==> config.mk <==
export PLATFORM = sky130hd
export DESIGN_NAME = ula_exec_unit
export DESIGN_NICKNAME = d
export VERILOG_FILES = /design/src/rtl/ula_exec_unit.sv
export SDC_FILE = /design/constraint.sdc
export NUM_CORES = 1
export LEC_CHECK = 0
export CORE_MARGIN = 1
export CORE_UTILIZATION = 25
export DETAILED_ROUTE_END_ITERATION = 12
export GPL_TIMING_DRIVEN = 0
export HOLD_SLACK_MARGIN = 0.08
export RECOVER_POWER = 25
export SYNTH_ARGS = -nofsm -noshare
export SYNTH_HDL_FRONTEND = slang
export SYNTH_SLANG_ARGS = --single-unit
==> constraint.sdc <==
create_clock -name clk -period 5.15 [get_ports clk]
set_clock_uncertainty 0.1 [all_clocks]
set_input_delay 0.7725 -clock clk [delete_from_list [all_inputs] [get_ports clk]]
set_output_delay 0.7725 -clock clk [all_outputs]
set_load 0.05 [all_outputs]
==> src/rtl/ula_exec_unit.sv <==
// ula_exec_unit - ALU execute stage, single-cycle logic/arith, 1-bit/cycle shifter (rev 1.0)
// Optional macro ULA_OVERFLOW_EN adds a registered signed-overflow output.
`default_nettype none

module ula_exec_unit #(
  parameter int WIDTH = 32
) (
  input  logic             clk,
  input  logic             rst_n,
  input  logic             in_valid,
  output logic             in_ready,
  input  logic [3:0]       operation,
  input  logic [WIDTH-1:0] a,
  input  logic [WIDTH-1:0] b,
  input  logic [4:0]       shamt,
  output logic             out_valid,
  input  logic             out_ready,
  output logic [WIDTH-1:0] result,
  output logic             zero,
  output logic             illegal_op
`ifdef ULA_OVERFLOW_EN
  ,
  output logic             overflow
`endif
);

  localparam logic [3:0] OP_AND  = 4'b0000;
  localparam logic [3:0] OP_OR   = 4'b0001;
  localparam logic [3:0] OP_ADD  = 4'b0010;
  localparam logic [3:0] OP_SLL  = 4'b0011;
  localparam logic [3:0] OP_SRA  = 4'b0100;
  localparam logic [3:0] OP_SRL  = 4'b0101;
  localparam logic [3:0] OP_SUB  = 4'b0110;
  localparam logic [3:0] OP_SLT  = 4'b0111;
  localparam logic [3:0] OP_LUI  = 4'b1011;
  localparam logic [3:0] OP_NOR  = 4'b1100;
  localparam logic [3:0] OP_XOR  = 4'b1101;
  localparam logic [3:0] OP_SLLV = 4'b1110;
  localparam logic [3:0] OP_SRLV = 4'b1111;

  localparam logic [1:0] DIR_LEFT = 2'd0;
  localparam logic [1:0] DIR_SRL  = 2'd1;
  localparam logic [1:0] DIR_SRA  = 2'd2;

  typedef enum logic [1:0] {
    IDLE  = 2'd0,
    SHIFT = 2'd1,
    DONE  = 2'd2
  } state_t;

  state_t           state, state_next;
  logic [WIDTH-1:0] shreg;
  logic [4:0]       cnt;
  logic [1:0]       dir;
  logic             ovf;

  logic [WIDTH-1:0] sum, diff, alu_res, shift_next;
  logic             alu_ill, alu_ovf, is_shift, accept;
  logic [4:0]       shift_cnt;
  logic [1:0]       shift_dir;

  assign accept    = in_valid && in_ready && (state == IDLE);
  assign out_valid = (state == DONE);

`ifdef ULA_OVERFLOW_EN
  assign overflow = ovf;
`endif

  // Single-cycle ops; shift ops pass b through, which is the count-0 result.
  always_comb begin
    alu_res   = '0;
    alu_ill   = 1'b0;
    alu_ovf   = 1'b0;
    is_shift  = 1'b0;
    shift_dir = DIR_LEFT;
    shift_cnt = shamt;
    sum       = a + b;
    diff      = a - b;
    case (operation)
      OP_AND: alu_res = a & b;
      OP_OR:  alu_res = a | b;
      OP_ADD: begin
        alu_res = sum;
        alu_ovf = (a[WIDTH-1] == b[WIDTH-1]) && (sum[WIDTH-1] != a[WIDTH-1]);
      end
      OP_SUB: begin
        alu_res = diff;
        alu_ovf = (a[WIDTH-1] != b[WIDTH-1]) && (diff[WIDTH-1] != a[WIDTH-1]);
      end
      OP_SLT: alu_res = {{(WIDTH-1){1'b0}}, ($signed(a) < $signed(b))};
      OP_NOR: alu_res = ~(a | b);
      OP_XOR: alu_res = a ^ b;
      OP_LUI: alu_res = {b[15:0], {(WIDTH-16){1'b0}}};
      OP_SLL: begin
        alu_res  = b;
        is_shift = 1'b1;
      end
      OP_SRL: begin
        alu_res   = b;
        is_shift  = 1'b1;
        shift_dir = DIR_SRL;
      end
      OP_SRA: begin
        alu_res   = b;
        is_shift  = 1'b1;
        shift_dir = DIR_SRA;
      end
      OP_SLLV: begin
        alu_res   = b;
        is_shift  = 1'b1;
        shift_cnt = a[4:0];
      end
      OP_SRLV: begin
        alu_res   = b;
        is_shift  = 1'b1;
        shift_dir = DIR_SRL;
        shift_cnt = a[4:0];
      end
      default: alu_ill = 1'b1;
    endcase
  end

  always_comb begin
    shift_next = {shreg[WIDTH-2:0], 1'b0};
    case (dir)
      DIR_SRL: shift_next = {1'b0, shreg[WIDTH-1:1]};
      DIR_SRA: shift_next = {shreg[WIDTH-1], shreg[WIDTH-1:1]};
      default: shift_next = {shreg[WIDTH-2:0], 1'b0};
    endcase
  end

  always_comb begin
    state_next = state;
    case (state)
      IDLE:  if (accept) state_next = (is_shift && shift_cnt != 5'd0) ? SHIFT : DONE;
      SHIFT: if (cnt == 5'd1) state_next = DONE;
      DONE:  if (out_ready) state_next = IDLE;
      default: state_next = IDLE;
    endcase
  end

  always_ff @(posedge clk) begin
    if (!rst_n) state <= IDLE;
    else        state <= state_next;
  end

  always_ff @(posedge clk) begin
    if (!rst_n) begin
      in_ready   <= 1'b1;
      result     <= '0;
      zero       <= 1'b0;
      illegal_op <= 1'b0;
      ovf        <= 1'b0;
      shreg      <= '0;
      cnt        <= '0;
      dir        <= DIR_LEFT;
    end else begin
      // Registered ready: a new op is accepted only once the FSM is back in IDLE.
      in_ready <= (state_next == IDLE);
      case (state)
        IDLE: begin
          if (accept) begin
            if (is_shift && shift_cnt != 5'd0) begin
              shreg <= b;
              cnt   <= shift_cnt;
              dir   <= shift_dir;
            end else begin
              result     <= alu_res;
              zero       <= (alu_res == '0);
              illegal_op <= alu_ill;
              ovf        <= alu_ovf;
            end
          end
        end
        SHIFT: begin
          shreg <= shift_next;
          cnt   <= cnt - 5'd1;
          if (cnt == 5'd1) begin
            result     <= shift_next;
            zero       <= (shift_next == '0);
            illegal_op <= 1'b0;
            ovf        <= 1'b0;
          end
        end
        default: ;
      endcase
    end
  end

endmodule

`default_nettype wire
## Word-level counts from Yosys, hierarchy flattened

Cells that the tools add are included.

- Register bits: 76
- Output and inout port bits: 36

- Add/sub/neg operators: 3
- Magnitude comparators: 1
- Equality and inequality tests: 21
- Muxes and demuxes: 29
- Bitwise gates (word level): 4
- Reductions and logical operators: 17

Operators with widths:

| cell | number |
|---|---|
| 32-bit case mux with 9 select lines | 1 |
| 32-bit case mux with 2 select lines | 3 |
| 32-bit two-way mux | 5 |
| 32-bit logical NOT | 2 |
| 32-bit adder | 1 |
| 32-bit AND | 1 |
| 32-bit < comparator | 1 |
| 32-bit inverter | 1 |
| 32-bit bitwise OR | 1 |
| 32-bit subtractor | 1 |
| 32-bit XOR | 1 |
| 4-bit equality test (second input constant) | 5 |
| 4-bit by 3-bit equality test with 1-bit output (second input constant) | 4 |
| 5-bit two-way mux | 3 |
| 13-bit OR reduction | 1 |
| 5-bit case mux with 2 select lines | 1 |
| 4-bit by 2-bit equality test with 1-bit output (second input constant) | 2 |
| 1-bit two-way mux | 8 |
| 2-bit two-way mux | 4 |
| 2-bit != test (second input constant) | 3 |
| 2-bit case mux with 3 select lines | 1 |
| 3-bit AND reduction | 2 |
| 5-bit by 1-bit equality test with 1-bit output (second input constant) | 1 |
| 5-bit nonzero test | 1 |
| 14 further kinds | 21 |

## Longest topological paths before layout

- Depth after elaboration: 9
- Gate-level depth with buffers: 15

## Worst setup path after synthesis

OpenSTA, ideal clock, no wires.

- Path type: in2reg
- From: in a[0]
- To: reg zero
- Data arrival time: 3.874 ns
- Required time: 4.991 ns
- Slack: 1.117 ns
- Stages on the path: 14
- Path buffers: 0
- Cells stage by stage: ha_1 > inv_1 > fa_1 > nand2b_2 > a2111oi_4 > o2111ai_2 > nand4_1 > o21ai_1 > or4_4 > or4_1 > nor4_2 > nand4_1 > nor2_1 > a32o_2

- Word-level cells in the longest chain between the ends: 7
- Elaborated cells on any way between the ends: 17
- Those cells by class: add/sub: 2; order compare: 1; eq/ne: 1; mux: 5; bitwise: 4; reduce/logical: 4

Ends and longest elaborated chain:

| element | RTL line | text |
|---|---|---|
| start: declaration | 13 | `input logic [WIDTH-1:0] a,` |
| parallel branches: the longest is 7 deep, another holds 32-bit subtractor | n/a |  |
| end signal: assignment | 169 | `zero <= (alu_res == '0);` |
| end signal: assignment | 180 | `zero <= (shift_next == '0);` |
| end: declaration | 19 | `output logic zero,` |

Several ways; the timed one is not identified. The select of a mux whose other input is x is not followed.
A chain may end at the register's enable or synchronous reset.

## Final worst setup path

- From: in b[1]
- To: reg zero

- Word-level cells in the longest chain between the ends: 7
- Elaborated cells on any way between the ends: 12
- Those cells by class: add/sub: 2; order compare: 1; mux: 4; bitwise: 4; reduce/logical: 1

Ends and longest elaborated chain:

| element | RTL line | text |
|---|---|---|
| start: declaration | 14 | `input logic [WIDTH-1:0] b,` |
| parallel branches: the longest is 2 deep, another holds 32-bit subtractor | n/a |  |
| 32-bit case mux with 9 select lines (*) | 79 | `case (operation)` |
| 32-bit logical NOT (*) | 169 |  |
| 1-bit two-way mux (*) | 163 | `if (is_shift && shift_cnt != 5'd0) begin` |
| 1-bit two-way mux (*) | 162 | `if (accept) begin` |
| 1-bit case mux with 2 select lines (*) | 160 | `case (state)` |

Mark *: on every way between the ends. The select of a mux whose other input is x is not followed.

==> flow_summary.ini <==
[synth]
synth_compound_area_frac = 0.385
synth_edf_count = 0
synth_top_family_by_area = compound AO/OA/AOI/OAI gates
synth.area.mux_share = 0.0130
netlist_area_mm2 = 0.0101
synthSimpleGateAreaFrac = 0.235
ys_ff_latch = 76
synth_nets = 1647
yosysUniqueCellTypes = 92
synth_xor_area_frac = 0.00346
synth_ff_type = dfxtp_1
synth-seq-area-share = 0.150
synth_cells = 1465
ys_warn_count = 0
async_reset_ff_frac = 0
avgSynthCellArea_um2 = 6.92
synthAdderAreaFrac = 0.131

[hold_path]
worstHoldPathType = reg2reg
min_to = result[12]$_SDFFE_PN0P_
hp-start = result[12]$_SDFFE_PN0P_
hold_depth = 2

[drt]
vias = 12959
drtIter0Drc = 1696
firstDrtPassIters = 6
vias_per_cell = 6.10
final_antenna_net_count = 0
drt-total-wl_um = 53900
drc = 0
routedWlPerCell_um = 25.3

[placement]
hpwl_um = 42300
portBuffers = 111
place.gp.congestion = 0.973
placed_cell_area_mm2 = 0.0119

[pwr]
p_leak_uw = 0.00485
p_sw_uw = 1290
swShare = 0.448
clockPowerShare = 0.257
seqPwrFrac = 0.240
ir_worst_vdd_v = 0.000138
combPwrFrac = 0.504
powerDensity_mw_per_mm2 = 231
p_int_uw = 1580

[clock_network]
cts_max_level = 3
clk_latency_ns = 0.34
ctsHoldBuffers = 0
root_buffer = clkbuf_16
numCtsBuffers = 9
cts.sinks = 76
clockBufferDepth = 2
clk_pin_slew_ns = 0.06
cts_tree = done

[worst_setup_path]
r2r_slack_ns = 1.86
cp-startpoint = b[1]
crit_type = in2reg
cp.arrival_ns = 5.29
cp_num_buf_inv = 3
cpPeakStageDelay_ns = 0.69
reg2reg_depth = 12
endpoint_kind = register
path_delay_family = compound AO/OA/AOI/OAI gates
path_cells = clkdlybuf4s50_1 -> inv_2 -> ha_1 -> or2_0 -> a211oi_2 -> nand4_1 -> a211o_1 -> a21oi_2 -> o31a_1 -> o31ai_1 -> a32oi_2 -> a2111oi_1 -> clkdlybuf4s18_2 -> nor2b_1 -> a32o_2
r2r-start = cnt[0]$_SDFFE_PN0P_
worst_setup_path_start_kind = primary input
required_ns = 5.28
slowest_stage = clkdlybuf4s50_1
r2r_end = zero$_SDFFE_PN0P_
crit_fanout = 5

[layout]
regArea_mm2 = 0.00152
utilization = 0.312
design_area_mm2 = 0.0124
layout-drive-gt1-share = 0.0601
layout_common_cells = nor2_1 (206), a21oi_1 (143), inv_1 (105)
fin_nets = 1775
multiInputGateArea_mm2 = 0.00789
fillers = 4434
area_growth_pct = 22.7
final_common_cell = nor2_1

[global_routing]
grt_pass1_vias = 12095
grt_max_degree = 14
grt_usage = 0.253
grt_pass1_wl_um = 78200
overflow = 0
grt_antenna_before_repair = 0

[status]
violations = setup timing
status = finished with violations

[sta]
postLayoutSetupSlackWorst_ns = -0.00900
fin_crit_sh = 1.00
setup_violations = 1
relSlewSlack = 0.187
drv_slew = 0
fmax_ghz = 0.194
hold_violations = 0
finalCriticalPeriod_ns = 5.16
worst_slew_pin_slew_ns = 1.20

[floorplanning]
coreArea_mm2 = 0.0398
std_cell_rows = 73
initial_utilization = 0.255
die-area_mm2 = 0.0414
die_w_um = 203
die_h_um = 203
num_io_pins = 113

[flow_run]
max-cap-violations = 0
==> synth_stat cells, types with 7 or more instances <==
| master | count | area, µm² |
|---|---|---|
| a211oi_1 | 18 | 135 |
| o211a_1 | 7 | 70.1 |
| nand2b_1 | 11 | 68.8 |
| o22ai_1 | 10 | 62.6 |
| o2111ai_1 | 11 | 96.3 |
| nand2_1 | 98 | 368 |
| a2111oi_0 | 7 | 61.3 |
| o311ai_0 | 7 | 61.3 |
| nor2b_1 | 20 | 125 |
| o21bai_1 | 11 | 82.6 |
| nor4_1 | 17 | 106 |
| ha_1 | 103 | 1290 |
| buf_2 | 23 | 115 |
| buf_1 | 10 | 37.5 |
| o22a_1 | 7 | 61.3 |
| a21oi_1 | 143 | 716 |
| or4_1 | 7 | 52.6 |
| a221oi_1 | 49 | 429 |
| nor2_1 | 208 | 781 |
| mux2i_1 | 12 | 120 |
| dfxtp_1 | 76 | 1520 |
| o211ai_1 | 22 | 165 |
| inv_1 | 106 | 398 |
| a22oi_1 | 47 | 353 |
| o21ai_0 | 75 | 375 |
| a211o_1 | 9 | 78.8 |
| or3_1 | 10 | 62.6 |
| a32oi_1 | 8 | 70.1 |
| and3_1 | 8 | 50.1 |
| nand3_1 | 28 | 140 |
| o31ai_1 | 11 | 82.6 |
| clkbuf_1 | 73 | 274 |
| nor3_1 | 19 | 95.1 |
| and2_1 | 9 | 56.3 |
| nand4_1 | 19 | 119 |
| a31oi_1 | 15 | 93.8 |
| o21a_1 | 9 | 67.6 |
| a22o_1 | 7 | 61.3 |
| a21o_1 | 9 | 67.6 |
==> worst reg2reg max path, stage by stage, from the launching register on <==
cell      delay (ns)
dfxtp_1         0.40
ha_1            0.17
nor4b_1         0.38
nand2_1         0.09
o21ai_0         0.11
o311ai_1        0.32
nor3_1          0.27
nand4_1         0.08
or4_1           0.49
nor4_4          0.33
nand4_1         0.13
nor2_1          0.17
a32o_2          0.20
==> power groups by stage <==
stage | Clock (µW) | Sequential (µW) | Combinational, µW
2_1_floorplan | 0 | 795 | 753
3_3_place_gp | 0 | 699 | 1380
3_5_place_dp | 0 | 699 | 1380
4_1_cts | 740 | 687 | 1400
5_1_grt | 770 | 693 | 1530
6_report | 736 | 687 | 1450
==> area by class of cell <==
cell class / instances / share of cell area
inverter: 109 / 0.0329
clock buffer: 10 / 0.0184
multi-input combinational: 1174 / 0.635
antenna: 3 / 0.000604
timing repair buffer: 117 / 0.0940
sequential: 76 / 0.122
tap: 525 / 0.0528
clock inverter: 6 / 0.00895
buffer: 106 / 0.0354
==> worst max path at each step <==
stage / endpoint / slack (ns) / cells past startpoint
finish: zero$_SDFFE_PN0P_ / -0.009 / 15
global route: zero$_SDFFE_PN0P_ / -0.02 / 15
CTS: zero$_SDFFE_PN0P_ / 0.008 / 14
detailed placement: zero$_SDFFE_PN0P_ / -0.98 / 13
global placement: zero$_SDFFE_PN0P_ / -1.35 / 14
floorplan: zero$_SDFFE_PN0P_ / 1.12 / 14
==> kinds of logic after synthesis <==
kind of cell | count (synthesis)
fa+ha+maj | 105
xor+xnor | 4
buf+inv | 215
flops | 76
mux | 13
compound gates | 556
simple gates | 496
==> state kept, by name (all words and copies together) (netlist names) <==
register	cells
cnt	5
dir	2
illegal_op	1
in_ready	1
result	32
shreg	32
state	2
zero	1
==> through the flow <==
stage          total power, µW  hold WS, ns  worst slack [ns]  cells  setup TNS (ns)
6_report                  2870        0.349          -0.00900   2126        -0.00900
3_5_place_dp              2080        0.347            -0.976   2103           -3.19
2_1_floorplan             1550        0.349              1.12   1465               0
5_1_grt                   2990        0.379           -0.0243   2123         -0.0243
3_3_place_gp              2080        0.345             -1.35   2101           -7.88
4_1_cts                   2830        0.355           0.00770   2123               0
==> layer usage <==
metal	vias to the layer above	global-route usage	routed length, µm
met3	149	0.0507	5610
met5	-	0	0
met1	6244	0.346	22800
li1	5740	-	-
met2	826	0.375	22600
met4	0	0.128	2870
==> timing repair <==
item                       4_1_cts  5_1_grt
buffers inserted                 4        0
gates resized for setup         14       30
cloned                           0        0
setup endpoints to repair        3        5
pin swaps                        3        1
Note: power is estimated with default switching activity, not from simulation.
